File: src/rtl/accumulator_control_unit.sv
// -----------------------------------------------------------------------------
// accumulator_control_unit
//
// Multi-cycle fetch/decode/execute sequencer for the 16-bit accumulator
// machine. Owns the program counter, instruction register and memory buffer
// register. Drives the main-memory address/write strobe, the ALU opcode and
// the accumulator write strobe/source select.
//
// State sequence per instruction: F1 -> F2 -> DEC [-> MEM] [-> EX] -> F1.
// HALT (and a trapped undefined opcode) returns to IDLE.
//
// Optional feature macro: ACU_ILLEGAL_TRAP_EN
//   defined   : undefined opcodes (C..F) set a sticky 'illegal' flag and stop
//               in IDLE; 'run' cannot restart until reset.
//   undefined : undefined opcodes are 3-cycle NOPs and 'illegal' is tied 0.
//
// Ports:
//   clk         in   clock, all state updates on posedge
//   reset       in   synchronous active-high reset
//   run         in   level start/resume, sampled only in IDLE
//   mem_rdata   in   memory read data, valid the cycle after the address
//   acc_in      in   current accumulator value (JZ test, store data)
//   alu_result  in   ALU output (selected into the accumulator outside)
//   mem_addr    out  memory address, zero-extended 12-bit
//   mem_wdata   out  memory write data (= acc_in)
//   mem_we      out  memory write enable
//   alu_opcode  out  ALU operation select
//   acc_we      out  accumulator write strobe
//   acc_sel     out  accumulator source: 0 = alu_result, 1 = mbr
//   mbr         out  memory buffer register
//   pc          out  program counter, zero-extended
//   ir          out  instruction register
//   halted      out  high while in IDLE
//   illegal     out  sticky undefined-opcode flag
// -----------------------------------------------------------------------------
module accumulator_control_unit #(
   parameter logic [11:0] START_PC = 12'h000
) (
   input  logic        clk,
   input  logic        reset,
   input  logic        run,
   input  logic [15:0] mem_rdata,
   input  logic [15:0] acc_in,
   input  logic [15:0] alu_result,
   output logic [15:0] mem_addr,
   output logic [15:0] mem_wdata,
   output logic        mem_we,
   output logic [3:0]  alu_opcode,
   output logic        acc_we,
   output logic        acc_sel,
   output logic [15:0] mbr,
   output logic [15:0] pc,
   output logic [15:0] ir,
   output logic        halted,
   output logic        illegal
);

   typedef enum logic [2:0] {
      S_IDLE, S_F1, S_F2, S_DEC, S_MEM, S_EX
   } state_t;

   localparam logic [3:0] OP_HALT  = 4'h0;
   localparam logic [3:0] OP_LOAD  = 4'h1;
   localparam logic [3:0] OP_STORE = 4'h2;
   localparam logic [3:0] OP_ADD   = 4'h3;
   localparam logic [3:0] OP_SUB   = 4'h4;
   localparam logic [3:0] OP_AND   = 4'h5;
   localparam logic [3:0] OP_OR    = 4'h6;
   localparam logic [3:0] OP_XOR   = 4'h7;
   localparam logic [3:0] OP_SHL   = 4'h8;
   localparam logic [3:0] OP_SHR   = 4'h9;
   localparam logic [3:0] OP_JMP   = 4'hA;
   localparam logic [3:0] OP_JZ    = 4'hB;

   state_t      state_q, state_d;
   logic [11:0] pc_q, pc_d;
   logic [15:0] ir_q, ir_d;
   logic [15:0] mbr_q, mbr_d;
   logic        run_ok;

   logic [3:0]  opcode;
   logic [11:0] addr_a;

   assign opcode = ir_q[15:12];
   assign addr_a = ir_q[11:0];

   // The ALU result is steered into the accumulator by the external mux;
   // this unit only selects between it and mbr.
   logic unused_alu;
   assign unused_alu = ^alu_result;

`ifdef ACU_ILLEGAL_TRAP_EN
   logic illegal_q, illegal_d;
   assign run_ok  = run & ~illegal_q;
   assign illegal = illegal_q;
`else
   assign run_ok  = run;
   assign illegal = 1'b0;
`endif

   // Next-state logic
   always_comb begin
      state_d = state_q;
      pc_d    = pc_q;
      ir_d    = ir_q;
      mbr_d   = mbr_q;
`ifdef ACU_ILLEGAL_TRAP_EN
      illegal_d = illegal_q;
`endif
      case (state_q)
         S_IDLE: if (run_ok) state_d = S_F1;
         S_F1:   state_d = S_F2;
         S_F2: begin
            ir_d    = mem_rdata;
            pc_d    = pc_q + 12'd1;   // 12-bit wrap 0xFFF -> 0x000
            state_d = S_DEC;
         end
         S_DEC: begin
            case (opcode)
               OP_HALT:  state_d = S_IDLE;
               OP_STORE: state_d = S_F1;
               OP_JMP: begin
                  pc_d    = addr_a;
                  state_d = S_F1;
               end
               OP_JZ: begin
                  if (acc_in == 16'h0000) pc_d = addr_a;
                  state_d = S_F1;
               end
               OP_LOAD, OP_ADD, OP_SUB, OP_AND, OP_OR, OP_XOR:
                  state_d = S_MEM;
               OP_SHL, OP_SHR: state_d = S_EX;
               default: begin
`ifdef ACU_ILLEGAL_TRAP_EN
                  illegal_d = 1'b1;
                  state_d   = S_IDLE;
`else
                  state_d   = S_F1;
`endif
               end
            endcase
         end
         S_MEM: begin
            mbr_d   = mem_rdata;
            state_d = S_EX;
         end
         S_EX:    state_d = S_F1;
         default: state_d = S_IDLE;
      endcase
   end

   always_ff @(posedge clk) begin
      if (reset) begin
         state_q <= S_IDLE;
         pc_q    <= START_PC;
         ir_q    <= 16'h0000;
         mbr_q   <= 16'h0000;
`ifdef ACU_ILLEGAL_TRAP_EN
         illegal_q <= 1'b0;
`endif
      end else begin
         state_q <= state_d;
         pc_q    <= pc_d;
         ir_q    <= ir_d;
         mbr_q   <= mbr_d;
`ifdef ACU_ILLEGAL_TRAP_EN
         illegal_q <= illegal_d;
`endif
      end
   end

   // ALU opcode decode; non-ALU instructions present 0000
   always_comb begin
      alu_opcode = 4'b0000;
      case (opcode)
         OP_SUB: alu_opcode = 4'b0001;
         OP_AND: alu_opcode = 4'b1000;
         OP_OR:  alu_opcode = 4'b1001;
         OP_XOR: alu_opcode = 4'b1010;
         OP_SHL: alu_opcode = 4'b0100;
         OP_SHR: alu_opcode = 4'b0101;
         default: alu_opcode = 4'b0000;
      endcase
   end

   assign mem_addr  = (state_q == S_DEC || state_q == S_MEM) ? {4'b0000, addr_a}
                                                             : {4'b0000, pc_q};
   assign mem_wdata = acc_in;
   // Strobes are masked by reset so a write in flight cannot land on the
   // reset edge.
   assign mem_we    = ~reset & (state_q == S_DEC) & (opcode == OP_STORE);
   assign acc_we    = ~reset & (state_q == S_EX);
   assign acc_sel   = (state_q == S_EX) & (opcode == OP_LOAD);
   assign mbr       = mbr_q;
   assign pc        = {4'b0000, pc_q};
   assign ir        = ir_q;
   assign halted    = (state_q == S_IDLE);

endmodule

File: config.mk
export PLATFORM = sky130hd
export DESIGN_NAME = accumulator_control_unit
export DESIGN_NICKNAME = d
export VERILOG_FILES = /design/src/rtl/accumulator_control_unit.sv
export SDC_FILE = /design/constraint.sdc
export NUM_CORES = 1
export LEC_CHECK = 0
export ABC_AREA = 1
export ABC_CLOCK_PERIOD_IN_PS = 1800
export CORE_MARGIN = 5
export CORE_UTILIZATION = 39
export DETAILED_ROUTE_END_ITERATION = 12
export GPL_ROUTABILITY_DRIVEN = 0
export PLACE_DENSITY = 0.82
export SYNTH_ARGS = -nofsm -noshare
export SYNTH_HDL_FRONTEND = slang
export SYNTH_SLANG_ARGS = --single-unit
File: constraint.sdc
create_clock -name clk -period 1.8 [get_ports clk]
set_input_delay 0.18 -clock clk [delete_from_list [all_inputs] [get_ports clk]]
set_output_delay 0.18 -clock clk [all_outputs]
set_load 0.005 [all_outputs]
**Word-level counts from Yosys, hierarchy flattened**

Cells that the tools add are included.

- $add $sub $neg: 1
- Equality and inequality tests: 19
- Mux-type cells: 8
- Bitwise logic cells: 5
- Reductions and logical operators: 8

Operator list:

| kind | number |
|---|---|
| case mux 12 bit (2 select lines) | 2 |
| 2-to-1 mux 12 bit | 2 |
| case mux 4 bit (6 select lines) | 1 |
| case mux 3 bit (6 select lines) | 1 |
| == test 4 x 3 -> 1 bit (second input constant) | 4 |
| == test 4 bit (second input constant) | 4 |
| zero test 16 bit | 1 |
| adder 12 x 1 -> 12 bit (second input constant) | 1 |
| case mux 3 bit (3 select lines) | 1 |
| == test 4 x 2 -> 1 bit (second input constant) | 2 |
| == test 3 x 2 -> 1 bit (second input constant) | 2 |
| == test 3 bit (second input constant) | 2 |
| OR reduction 6 bit | 1 |
| bitwise AND 1 bit | 4 |
| == test 4 x 1 -> 1 bit (second input constant) | 1 |
| zero test 4 bit | 1 |
| == test 3 x 1 -> 1 bit (second input constant) | 1 |
| zero test 3 bit | 1 |
| 2-to-1 mux 3 bit | 1 |
| inequality test 3 x 1 -> 1 bit (second input constant) | 1 |
| inequality test 3 bit (second input constant) | 1 |
| AND reduction 3 bit | 1 |
| inequality test 2 bit (second input constant) | 1 |
| nonzero test 2 bit | 1 |
| other kinds (3) | 3 |

- Bits in registers: 47
- Bits of input ports: 51
- Output and inout port bits: 89
- Word-level logic and storage cells: 45

**Depth between registers and ports, before layout**

Gate-level depths: netlist (run 1).

- Depth after elaboration: 4
- Mapped depth: 11

**Worst setup path after synthesis (run 1)**

OpenSTA, ideal clock, no wires.

- Path kind: reg-to-reg
- Start point: reg pc_q[0]
- End point: reg pc_q[10]
- Arrival time: 1.276 ns
- Slack: 0.411 ns
- Stages on the path, launching flop included: 11
- Period minus slack after synthesis: 1.389 ns
- Cells stage by stage: dfxtp_1 -> ha_1 -> nand2_1 -> nor2_2 -> nand2_1 -> nor2_1 -> nand2_1 -> nand3_1 -> nand2_1 -> nor2_1 -> nor2_1

- Longest elaborated chain between the ends: 2

Ends and longest elaborated chain:

| item | line | text |
|---|---|---|
| start, declared | 76 | `logic [11:0] pc_q, pc_d;` |
| start signal, assigned | 163 | `pc_q <= pc_d;` |
| adder 12 x 1 -> 12 bit | 115 | `pc_d = pc_q + 12'd1;` |
| case mux 12 bit (2 select lines) | 110 | `case (state_q)` |

Every way passes these cells.
A chain may end at the register's enable or synchronous reset.

**Final worst setup path (run 1)**

- Start point: reg state_q[1]
- End point: out mem_addr[11]

- Longest elaborated chain between the ends: 3
- Elaborated cells between the ends (all ways): 4
- Those cells by class: 2 x eq/ne; 1 x mux; 1 x reduce/logical

Ends and longest elaborated chain:

| item | line | text |
|---|---|---|
| start, declared | 75 | `state_t state_q, state_d;` |
| start signal, assigned | 162 | `state_q <= state_d;` |
| == test 3 x 2 -> 1 bit / == test 3 bit (equally long branches) | 186 | `assign mem_addr = (state_q == S_DEC \|\| state_q == S_MEM) ? {4'b0000, addr_a}` |
| logical OR 1 bit (*) | 186 |  |
| 2-to-1 mux 12 bit (*) | 186 |  |
| end, declared | 45 | `output logic [15:0] mem_addr,` |

Mark *: on every way between the ends. The rest lies on a longest branch, timed or not.

==> results of run 1 <==
-- metal layers --
metal	wire length, µm	global-route usage, %	vias up
met3	629	4.66	7
li1	-	-	1445
met4	78	4.70	0
met2	3960	31.3	113
met5	0	0	-
met1	3290	21.4	1286
-- flip-flops by register name, summed over array words and instances (netlist names) --
| name | count |
|---|---|
| state_q | 3 |
| pc_q | 12 |
| ir | 16 |
| mbr | 16 |
-- final timing paths --
| path | startpoint | to | slack [ns] | cells after the start |
|---|---|---|---|---|
| setup reg to reg | ir[14] | pc_q[11] | 0.18 | 6 |
| hold / removal | mem_rdata[5] | mbr[5] | 0.51 | 3 |
| setup / recovery | state_q[1] | mem_addr[11] | 0.08 | 10 |
| hold reg to reg | state_q[0] | state_q[1] | 0.52 | 2 |
-- final cells by class --
cell class	instances	area share [%]
repair buffers	132	33.1
multi-input cells	292	34.7
clock inverters	2	0.972
inverters	24	2.33
flip-flops and latches	47	24.6
clock buffers	5	1.78
well taps	77	2.50
-- stage by stage --
step,cell area [µm²],TNS (ns)
2_1_floorplan,2640,0
3_3_place_gp,3680,-0.0873
3_5_place_dp,3680,-0.357
4_1_cts,3800,-0.0634
5_1_grt,3860,-0.00682
6_report,3860,0
-- tightest hold or removal path, cell delays in order --
cell,delay (ns)
clkdlybuf4s50_1,0.43
nor2_1,0.11
nor2_1,0.05
-- where the power goes --
part	internal (mW)	switching, mW
Sequential	1.13	0.110
Clock	0.406	0.360
Combinational	0.465	0.407
Total	2.01	0.878
-- cells by family (layout without fill, tap and decap cells) --
family          count (synthesis)  count (layout)  share of synthesized area (%)
flops                          47              47                           36.1
other cells                     1               9                          0.144
buf+inv                        66             163                           14.9
simple gates                  205             205                           32.9
compound gates                 77              77                           15.5
fa+ha+maj                       1               1                          0.480
-- cell usage after synthesis, drive strengths merged (2+ instances only) --
cell type | n | area, µm²
a21oi | 18 | 90.1
a31oi | 2 | 12.5
buf | 37 | 279
clkbuf | 5 | 18.8
dfxtp | 47 | 941
inv | 23 | 86.3
nand2 | 77 | 307
nand3 | 16 | 80.1
nand3b | 3 | 22.5
nand4 | 2 | 12.5
nor2 | 103 | 413
nor3 | 2 | 10.0
o21ai | 52 | 264
or2 | 2 | 12.5
-- timing repair --
action | in CTS | in global routing
endpoints found under the setup margin | 15 | 17
cloned | 0 | 1
pin swaps | 1 | 0
setup buffers | 2 | 1
resized for setup | 47 | 24
==> reports/metrics.yaml, run 1 <==
clock_network:
  clk_latency_ns: 0.29
  cts_inserted_buffers: 5
  cts_tree: "done"
  h-tree-depth: 2
  holdBufCountCts: 0
  clockBufferDepth: 2
  cts_sinks: 47
  root_buffer: "clkbuf_8"
  clk_pin_slew_ns: 0.09
die:
  core_mm2: 0.00642
  dieArea_mm2: 0.00842
  dieHeight_um: 91.8
  initial_core_util_pct: 40.6
  die_w_um: 91.8
  ios: 140
  rows: 29
global_routing:
  grt_max_degree: 46
  grt_pass1_wl_um: 12400
  antenna_found_initial: 0
  grt_overflow_total: 0
  grt_pass1_vias: 2549
  track_usage_pct: 17.7
finish:
  syn_to_final_growth_pct: 48.0
  diodes: 0
  mostFrequentLayoutCell: "nor2_1"
  mostFrequentLayoutCells: "99 x nor2_1, 98 x clkdlybuf4s50_1, 71 x nand2_1, 42 x o21ai_0, 42 x dfxtp_1"
  multiInputGateArea_mm2: 0.00134
  final.fill_count: 598
  drive_gt1_share_pct: 11.6
  fin_nets: 554
  final_cells: 579
  final_util_pct: 60.1
  ff_latch_area_um2: 950
yosys:
  syn_area_per_cell_um2: 6.57
  synthCells: 397
  yosysWarningCount: 0
  synth_area_mm2: 0.00261
  async_flop_share_pct: 0
  synth.distinct_cells: 34
  ys_seq_elements: 47
  synth_flop_cell: "dfxtp_1"
  synth-seq-area-share_pct: 36.1
  synth_edf_count: 0
placement:
  hpwl_um: 5890
  place.port_buffers: 114
  pre_cts_slack_ns: -0.116
  dp_cells: 568
power:
  p_per_area_mw_per_mm2: 747
  total_power_mw: 2.88
  power_leakage_nw: 1.67
  ir_drop_mv: 0.404
routing:
  routed_wl_um: 7960
  final_antenna_net_count: 0
  drc: 0
  vias: 2851
  via_per_inst: 4.92
  drt_pass1_iterations: 5
  drtIter0Drc: 138
  avgRoutedWirePerCell_um: 13.8
setup_path:
  cp.arrival_ns: 1.54
  cp_max_fo: 6
  criticalPathCategory: "flip-flop to output port"
  crit_path_cell_trace: "nor2_4 -> inv_2 -> nor2_4 -> inv_2 -> nand2_4 -> buf_6 -> buf_8 -> nand2_1 -> o21ai_0 -> buf_2"
  critPathTopFamily: "buffers and inverters"
  slowest_stage: "dfxtp_4"
  worstPathRequired_ns: 1.62
  max_stage_delay_ns: 0.37
  crit_buf_inv: 5
  startpoint_type: "flip-flop"
  cp-end-kind: "output port"
sta:
  layout_min_cycle_time_ns: 1.72
  worst_slack_ns: 0.0811
  slew_violations: 0
  worst_pin_slew_ns: 0.674
  whs_ns: 0.505
  finClkSkew_ns: 0.00451
  post-route-period-util_pct: 95.5
  rsz0062_at_grt: "yes"
  fmax_mhz: 582
  slew_headroom_pct: 55.0
  hold_violations: 0
  setup_violations: 0
status:
  status: "finished clean"
flow_run:
  max_cap_violations: 0
hold_path:
  hold_path_class: "primary input to flip-flop"
Note: power is estimated with default switching activity, not from simulation.
==> run 2: changes to the inputs <==
--- a/config.mk
+++ b/config.mk
@@ -7,6 +7,7 @@
 export LEC_CHECK = 0
 export ABC_AREA = 1
 export ABC_CLOCK_PERIOD_IN_PS = 1800
+export CORE_ASPECT_RATIO = 1.25
 export CORE_MARGIN = 5
 export CORE_UTILIZATION = 39
 export DETAILED_ROUTE_END_ITERATION = 12
==> reports/metrics.yaml, run 2 (same netlist as run 1, synthesis figures left out) <==
clock_network:
  cts_sinks: 47  # unchanged
  clk_latency_ns: 0.30  # about the same
  cts_inserted_buffers: 5  # unchanged
  clk_pin_slew_ns: 0.09  # about the same
  cts_tree: "done"
  clockBufferDepth: 2  # unchanged
  root_buffer: "clkbuf_8"
  h-tree-depth: 2  # unchanged
flow_run:
  max_cap_violations: 0  # unchanged
global_routing:
  met3_usage_pct: 4.23  # -0.43 points
  track_usage_pct: 17.6  # -0.15 points
  grt_pass1_vias: 2733  # +7.2%
  use_met1_pct: 19.6  # -1.8 points
  use_met2_pct: 32.4  # +1.1 points
  busiest_layer: "met2"
  grt_pass1_wl_um: 12500  # +0.44%
  grt_max_degree: 46  # unchanged
  grt_overflow_total: 0  # unchanged
  antenna_found_initial: 0  # unchanged
routing:
  vias: 2848  # -0.11%
  drt_pass1_iterations: 4  # -1
  via_per_inst: 4.82  # -2.1%
  drtIter0Drc: 150  # +8.7%
  routed_wl_um: 7720  # -3.1%
  drc: 0  # unchanged
  final_antenna_net_count: 0  # unchanged
  avgRoutedWirePerCell_um: 13.1  # -5.0%
sta:
  post-route-period-util_pct: 98.1  # +2.6 points
  hold_violations: 0  # unchanged
  slew_violations: 0  # unchanged
  fmax_mhz: 566  # -2.6%
  tns_ns: 0  # unchanged
  rsz0062_at_grt: "yes"
  layout_min_cycle_time_ns: 1.77  # +0.0468 ns
  finClkSkew_ns: 0.00611  # +0.00160 ns
  setup_violations: 0  # unchanged
setup_path:
  critPathTopFamily: "buffers and inverters"
  startpoint_type: "flip-flop"
  crit_path_cell_trace: "nor2_4 -> inv_2 -> nor2_4 -> inv_2 -> nand2_4 -> buf_6 -> buf_4 -> nand2_1 -> o21ai_0 -> buf_2"
  slowest_stage: "dfxtp_4"
  criticalPathCategory: "flip-flop to output port"
  worstPathRequired_ns: 1.62  # about the same
  max_stage_delay_ns: 0.37  # about the same
  cp.arrival_ns: 1.59  # +0.05 ns
  crit_buf_inv: 5  # unchanged
  cp-end-kind: "output port"
  cp_max_fo: 8  # +2
finish:
  mostFrequentLayoutCells: "100 x clkdlybuf4s50_1, 98 x nor2_1, 73 x nand2_1, 45 x o21ai_0, 42 x dfxtp_1"
  final_util_pct: 59.2  # -0.93 points
  mostFrequentLayoutCell: "clkdlybuf4s50_1"
  stdcell_area_mm2: 0.00386  # unchanged
  drive_gt1_share_pct: 10.7  # -0.84 points
  diodes: 0  # unchanged
  syn_to_final_growth_pct: 48.0  # unchanged
  fin_nets: 555  # +0.18%
die:
  dieArea_mm2: 0.00843  # +0.13%
  ios: 140  # unchanged
  initial_core_util_pct: 40.0  # -0.63 points
  core_mm2: 0.00652  # +1.6%
  die_w_um: 83.1  # -9.4%
  rows: 33  # +14%
  dieHeight_um: 101  # +11%
power:
  switchingPower_uw: 876  # -0.24%
  p_per_area_mw_per_mm2: 758  # +1.5%
  switching_share_pct: 29.9  # -0.53 points
  p_seq_share_pct: 42.4  # -0.8 points
  p_comb_share_pct: 29.4  # -0.8 points
  power_leakage_nw: 1.64  # -2.0%
  ir_drop_mv: 0.420  # +3.8%
  internal_power_mw: 2.05  # +2.3%
  clock_power_share_pct: 28.2  # +1.6 points
hold_path:
  hold_path_class: "primary input to flip-flop"
status:
  status: "finished clean"
placement:
  placed_area_mm2: 0.00371  # +0.75%
  hpwl_um: 5880  # about the same
  place.port_buffers: 114  # unchanged
run 2: changes by cell type in the layout (fill, tap and decap cells not counted), sizes merged:
cell           before  now
inv                23   24
dlymetal6s2s        3    1
clkdlybuf4s50      98  100
clkdlybuf4s15       0    2
clkinvlp            1    0
run 2: cell type report:
cell class / count / area, µm²
Tap cell: 87 / 109
Fill cell: 623 / 2660
Multi-Input combinational cell: 292 / 1330
Sequential cell: 47 / 952
Inverter: 24 / 90.1
Timing Repair Buffer: 133 / 1250
Clock inverter: 2 / 38.8
Clock buffer: 6 / 82.6
run 2: worst paths after layout:
kind                               endpoint  slack (ns)    startpoint  cells after the start
worst max-delay path            mem_addr[8]        0.03    state_q[0]                     10
worst min-delay path                  ir[9]        0.50  mem_rdata[9]                      3
worst max register to register     pc_q[10]        0.16       pc_q[0]                      9
worst min register to register        ir[1]        0.52         ir[1]                      2
run 2: what timing repair did:
item | in CTS | in global routing
hold buffers | 0 | 0
hold endpoints to repair | 0 | 0
endpoints found under the setup margin | 14 | 20
setup buffers | 3 | 0
gates resized for setup | 36 | 19
run 2: tightest hold or removal path: stages:
cell	delay, ns
clkdlybuf4s50_1	0.42
nor2_1	0.11
nor2_1	0.05
run 2: layer usage:
layer	part of all wire [%]	wire, µm	vias to the layer above
met3	7.4	572	17
li1	-	-	1447
met1	39	3040	1284
met2	51	3910	100
met4	2.6	199	0
met5	0	0	-
run 2: stage by stage:
step	instances	hold WS (ns)	total power, mW	setup slack, ns
floorplan	405	0.249	1.66	0.411
global placement	580	0.491	2.12	-0.0300
detailed placement	580	0.503	2.14	-0.0703
CTS	591	0.488	2.94	0.0154
global route	591	0.509	3.10	-0.0487
finish	591	0.496	2.93	0.0343
run 2: power groups by stage:
stage	Sequential [mW]	Clock [mW]	Combinational, mW
global placement	1.25	0	0.863
CTS	1.24	0.844	0.863
global route	1.25	0.888	0.962
finish	1.24	0.825	0.861
detailed placement	1.26	0	0.881
floorplan	1.24	0	0.420
==> run 3: changes to the inputs <==
--- a/config.mk
+++ b/config.mk
@@ -6,7 +6,7 @@
 export NUM_CORES = 1
 export LEC_CHECK = 0
 export ABC_AREA = 1
-export ABC_CLOCK_PERIOD_IN_PS = 1800
+export ABC_CLOCK_PERIOD_IN_PS = 1870
 export CORE_ASPECT_RATIO = 1.25
 export CORE_MARGIN = 5
 export CORE_UTILIZATION = 39
==> constraint.sdc (replaced) <==
create_clock -name clk -period 1.87 [get_ports clk]
set_input_delay 0.187 -clock clk [delete_from_list [all_inputs] [get_ports clk]]
set_output_delay 0.187 -clock clk [all_outputs]
set_load 0.005 [all_outputs]
==> reports/metrics.yaml, run 3 (same netlist as run 1, synthesis figures left out) <==
finish:
  final_util_pct: 58.6  # -0.56 points
  fin_nets: 550  # -0.90%
  syn_to_final_growth_pct: 46.6
  mostFrequentLayoutCells: "101 x clkdlybuf4s50_1, 98 x nor2_1, 73 x nand2_1, 48 x o21ai_0, 42 x dfxtp_1"
  diodes: 0  # unchanged
  drive_gt1_share_pct: 10.0  # -0.69 points
  stdcell_area_mm2: 0.00382  # -0.94%
  mostFrequentLayoutCell: "clkdlybuf4s50_1"
power:
  p_seq_share_pct: 44.7  # +2.3 points
  clock_power_share_pct: 24.4  # -3.8 points
  switchingPower_uw: 865  # -1.3%
  switching_share_pct: 32.4  # +2.5 points
  internal_power_mw: 1.80  # -12%
  p_per_area_mw_per_mm2: 698  # -7.9%
  p_comb_share_pct: 30.9  # +1.5 points
  power_leakage_nw: 1.62  # -1.2%
  ir_drop_mv: 0.418  # -0.33%
clock_network:
  cts_tree: "done"
  root_buffer: "clkbuf_8"
  cts_sinks: 47  # unchanged
  clk_pin_slew_ns: 0.10  # about the same
  clk_latency_ns: 0.31  # about the same
  clockBufferDepth: 2  # unchanged
  cts_inserted_buffers: 5  # unchanged
  h-tree-depth: 2  # unchanged
routing:
  vias: 2816  # -1.1%
  wl_met1_um: 3010  # -1.1%
  highest_layer: "met4"
  drtIter0Drc: 171  # +14%
  final_antenna_net_count: 0  # unchanged
  drt_pass1_iterations: 4  # unchanged
  avgRoutedWirePerCell_um: 12.9  # -1.1%
  route.met3.wl_um: 508  # -11%
  wl_met2_um: 3840  # -1.7%
  drc: 0  # unchanged
  routed_wl_um: 7570  # -1.9%
  via_per_inst: 4.81  # -0.28%
die:
  core_mm2: 0.00652  # unchanged
  dieArea_mm2: 0.00843  # unchanged
  rows: 33  # unchanged
  die_w_um: 83.1  # unchanged
  dieHeight_um: 101  # unchanged
  initial_core_util_pct: 40.0  # unchanged
  ios: 140  # unchanged
setup_path:
  cp_max_fo: 11  # +3
  critical_path.startpoint: "state_q[0]"
  cp-end-kind: "output port"
  criticalPathCategory: "flip-flop to output port"
  worstPathRequired_ns: 1.68  # +0.06 ns
  cp.arrival_ns: 1.59  # about the same
  startpoint_type: "flip-flop"
  reg2reg_from: "pc_q[0]"
placement:
  place.port_buffers: 114  # unchanged
  hpwl_um: 5800  # -1.3%
  placed_area_mm2: 0.00369  # -0.61%
  pre_cts_slack_ns: 0.0191  # +0.0894 ns
sta:
  tns_ns: 0  # unchanged
  layout_min_cycle_time_ns: 1.78
  worst_slack_ns: 0.0950  # +0.0607 ns
  setup_violations: 0  # unchanged
  hold_violations: 0  # unchanged
  rsz0062_at_grt: "no"
  post-route-period-util_pct: 94.9
  whs_ns: 0.484  # -0.0121 ns
  slew_violations: 0  # unchanged
  finClkSkew_ns: 0.00378  # -0.00232 ns
  fmax_mhz: 563
global_routing:
  track_usage_pct: 17.7  # +0.051 points
  grt_overflow_total: 0  # unchanged
  antenna_found_initial: 0  # unchanged
  grt_pass1_vias: 2688  # -1.6%
  grt_max_degree: 46  # unchanged
  grt_pass1_wl_um: 12400  # -0.11%
flow_run:
  max_cap_violations: 0  # unchanged
hold_path:
  hold_path_class: "primary input to flip-flop"
  hp-start: "mem_rdata[5]"
status:
  status: "finished clean"
[run 3: final timing paths]
path         slack [ns]  cells past startpoint     endpoint
max                0.09                     10  mem_addr[3]
min                0.48                      3       mbr[5]
max reg2reg        0.30                     10     pc_q[10]
min reg2reg        0.52                      2       mbr[4]
[run 3: power by group through the flow]
stage	logic, mW	registers, mW	clock network [mW]
detailed placement	0.840	1.21	0
finish	0.824	1.19	0.653
global placement	0.823	1.21	0
global route	0.922	1.21	0.699
floorplan	0.405	1.20	0
CTS	0.830	1.19	0.662
[run 3: what timing repair did]
item / CTS / global route
hold buffers: 0 / 0
endpoints found under the setup margin: 13 / 17
hold endpoints to repair: 0 / 0
pin swaps: 0 / 0
gates resized for setup: 32 / 27
buffers inserted: 1 / 0
[run 3: worst max-delay path: stages (launching register included)]
cell and delay, ns:
dfxtp_4 0.37, nor2_4 0.12, inv_2 0.06, nor2_4 0.09, inv_2 0.07, nand2_4 0.07
buf_6 0.12, buf_8 0.12, nand2_1 0.05, o21ai_1 0.08, buf_2 0.14
[run 3: layout make-up]
type,count,area [µm²]
inverter,24,90.1
tap,87,109
multi-input combinational,292,1340
clock inverter,3,22.5
sequential,47,952
timing repair buffer,128,1240
clock buffer,5,68.8
fill,646,2700
[run 3: through the flow]
stage	power (mW)	cells
after floorplan	1.60	405
after global placement	2.03	577
after detailed placement	2.05	577
after CTS	2.68	586
after global routing	2.83	586
final	2.67	586
[run 3: metal layers]
metal,vias to the layer above,track usage [%]
li1,1441,-
met2,106,31.7
met5,-,0
met1,1252,20.0
met3,17,4.15
met4,0,7.67
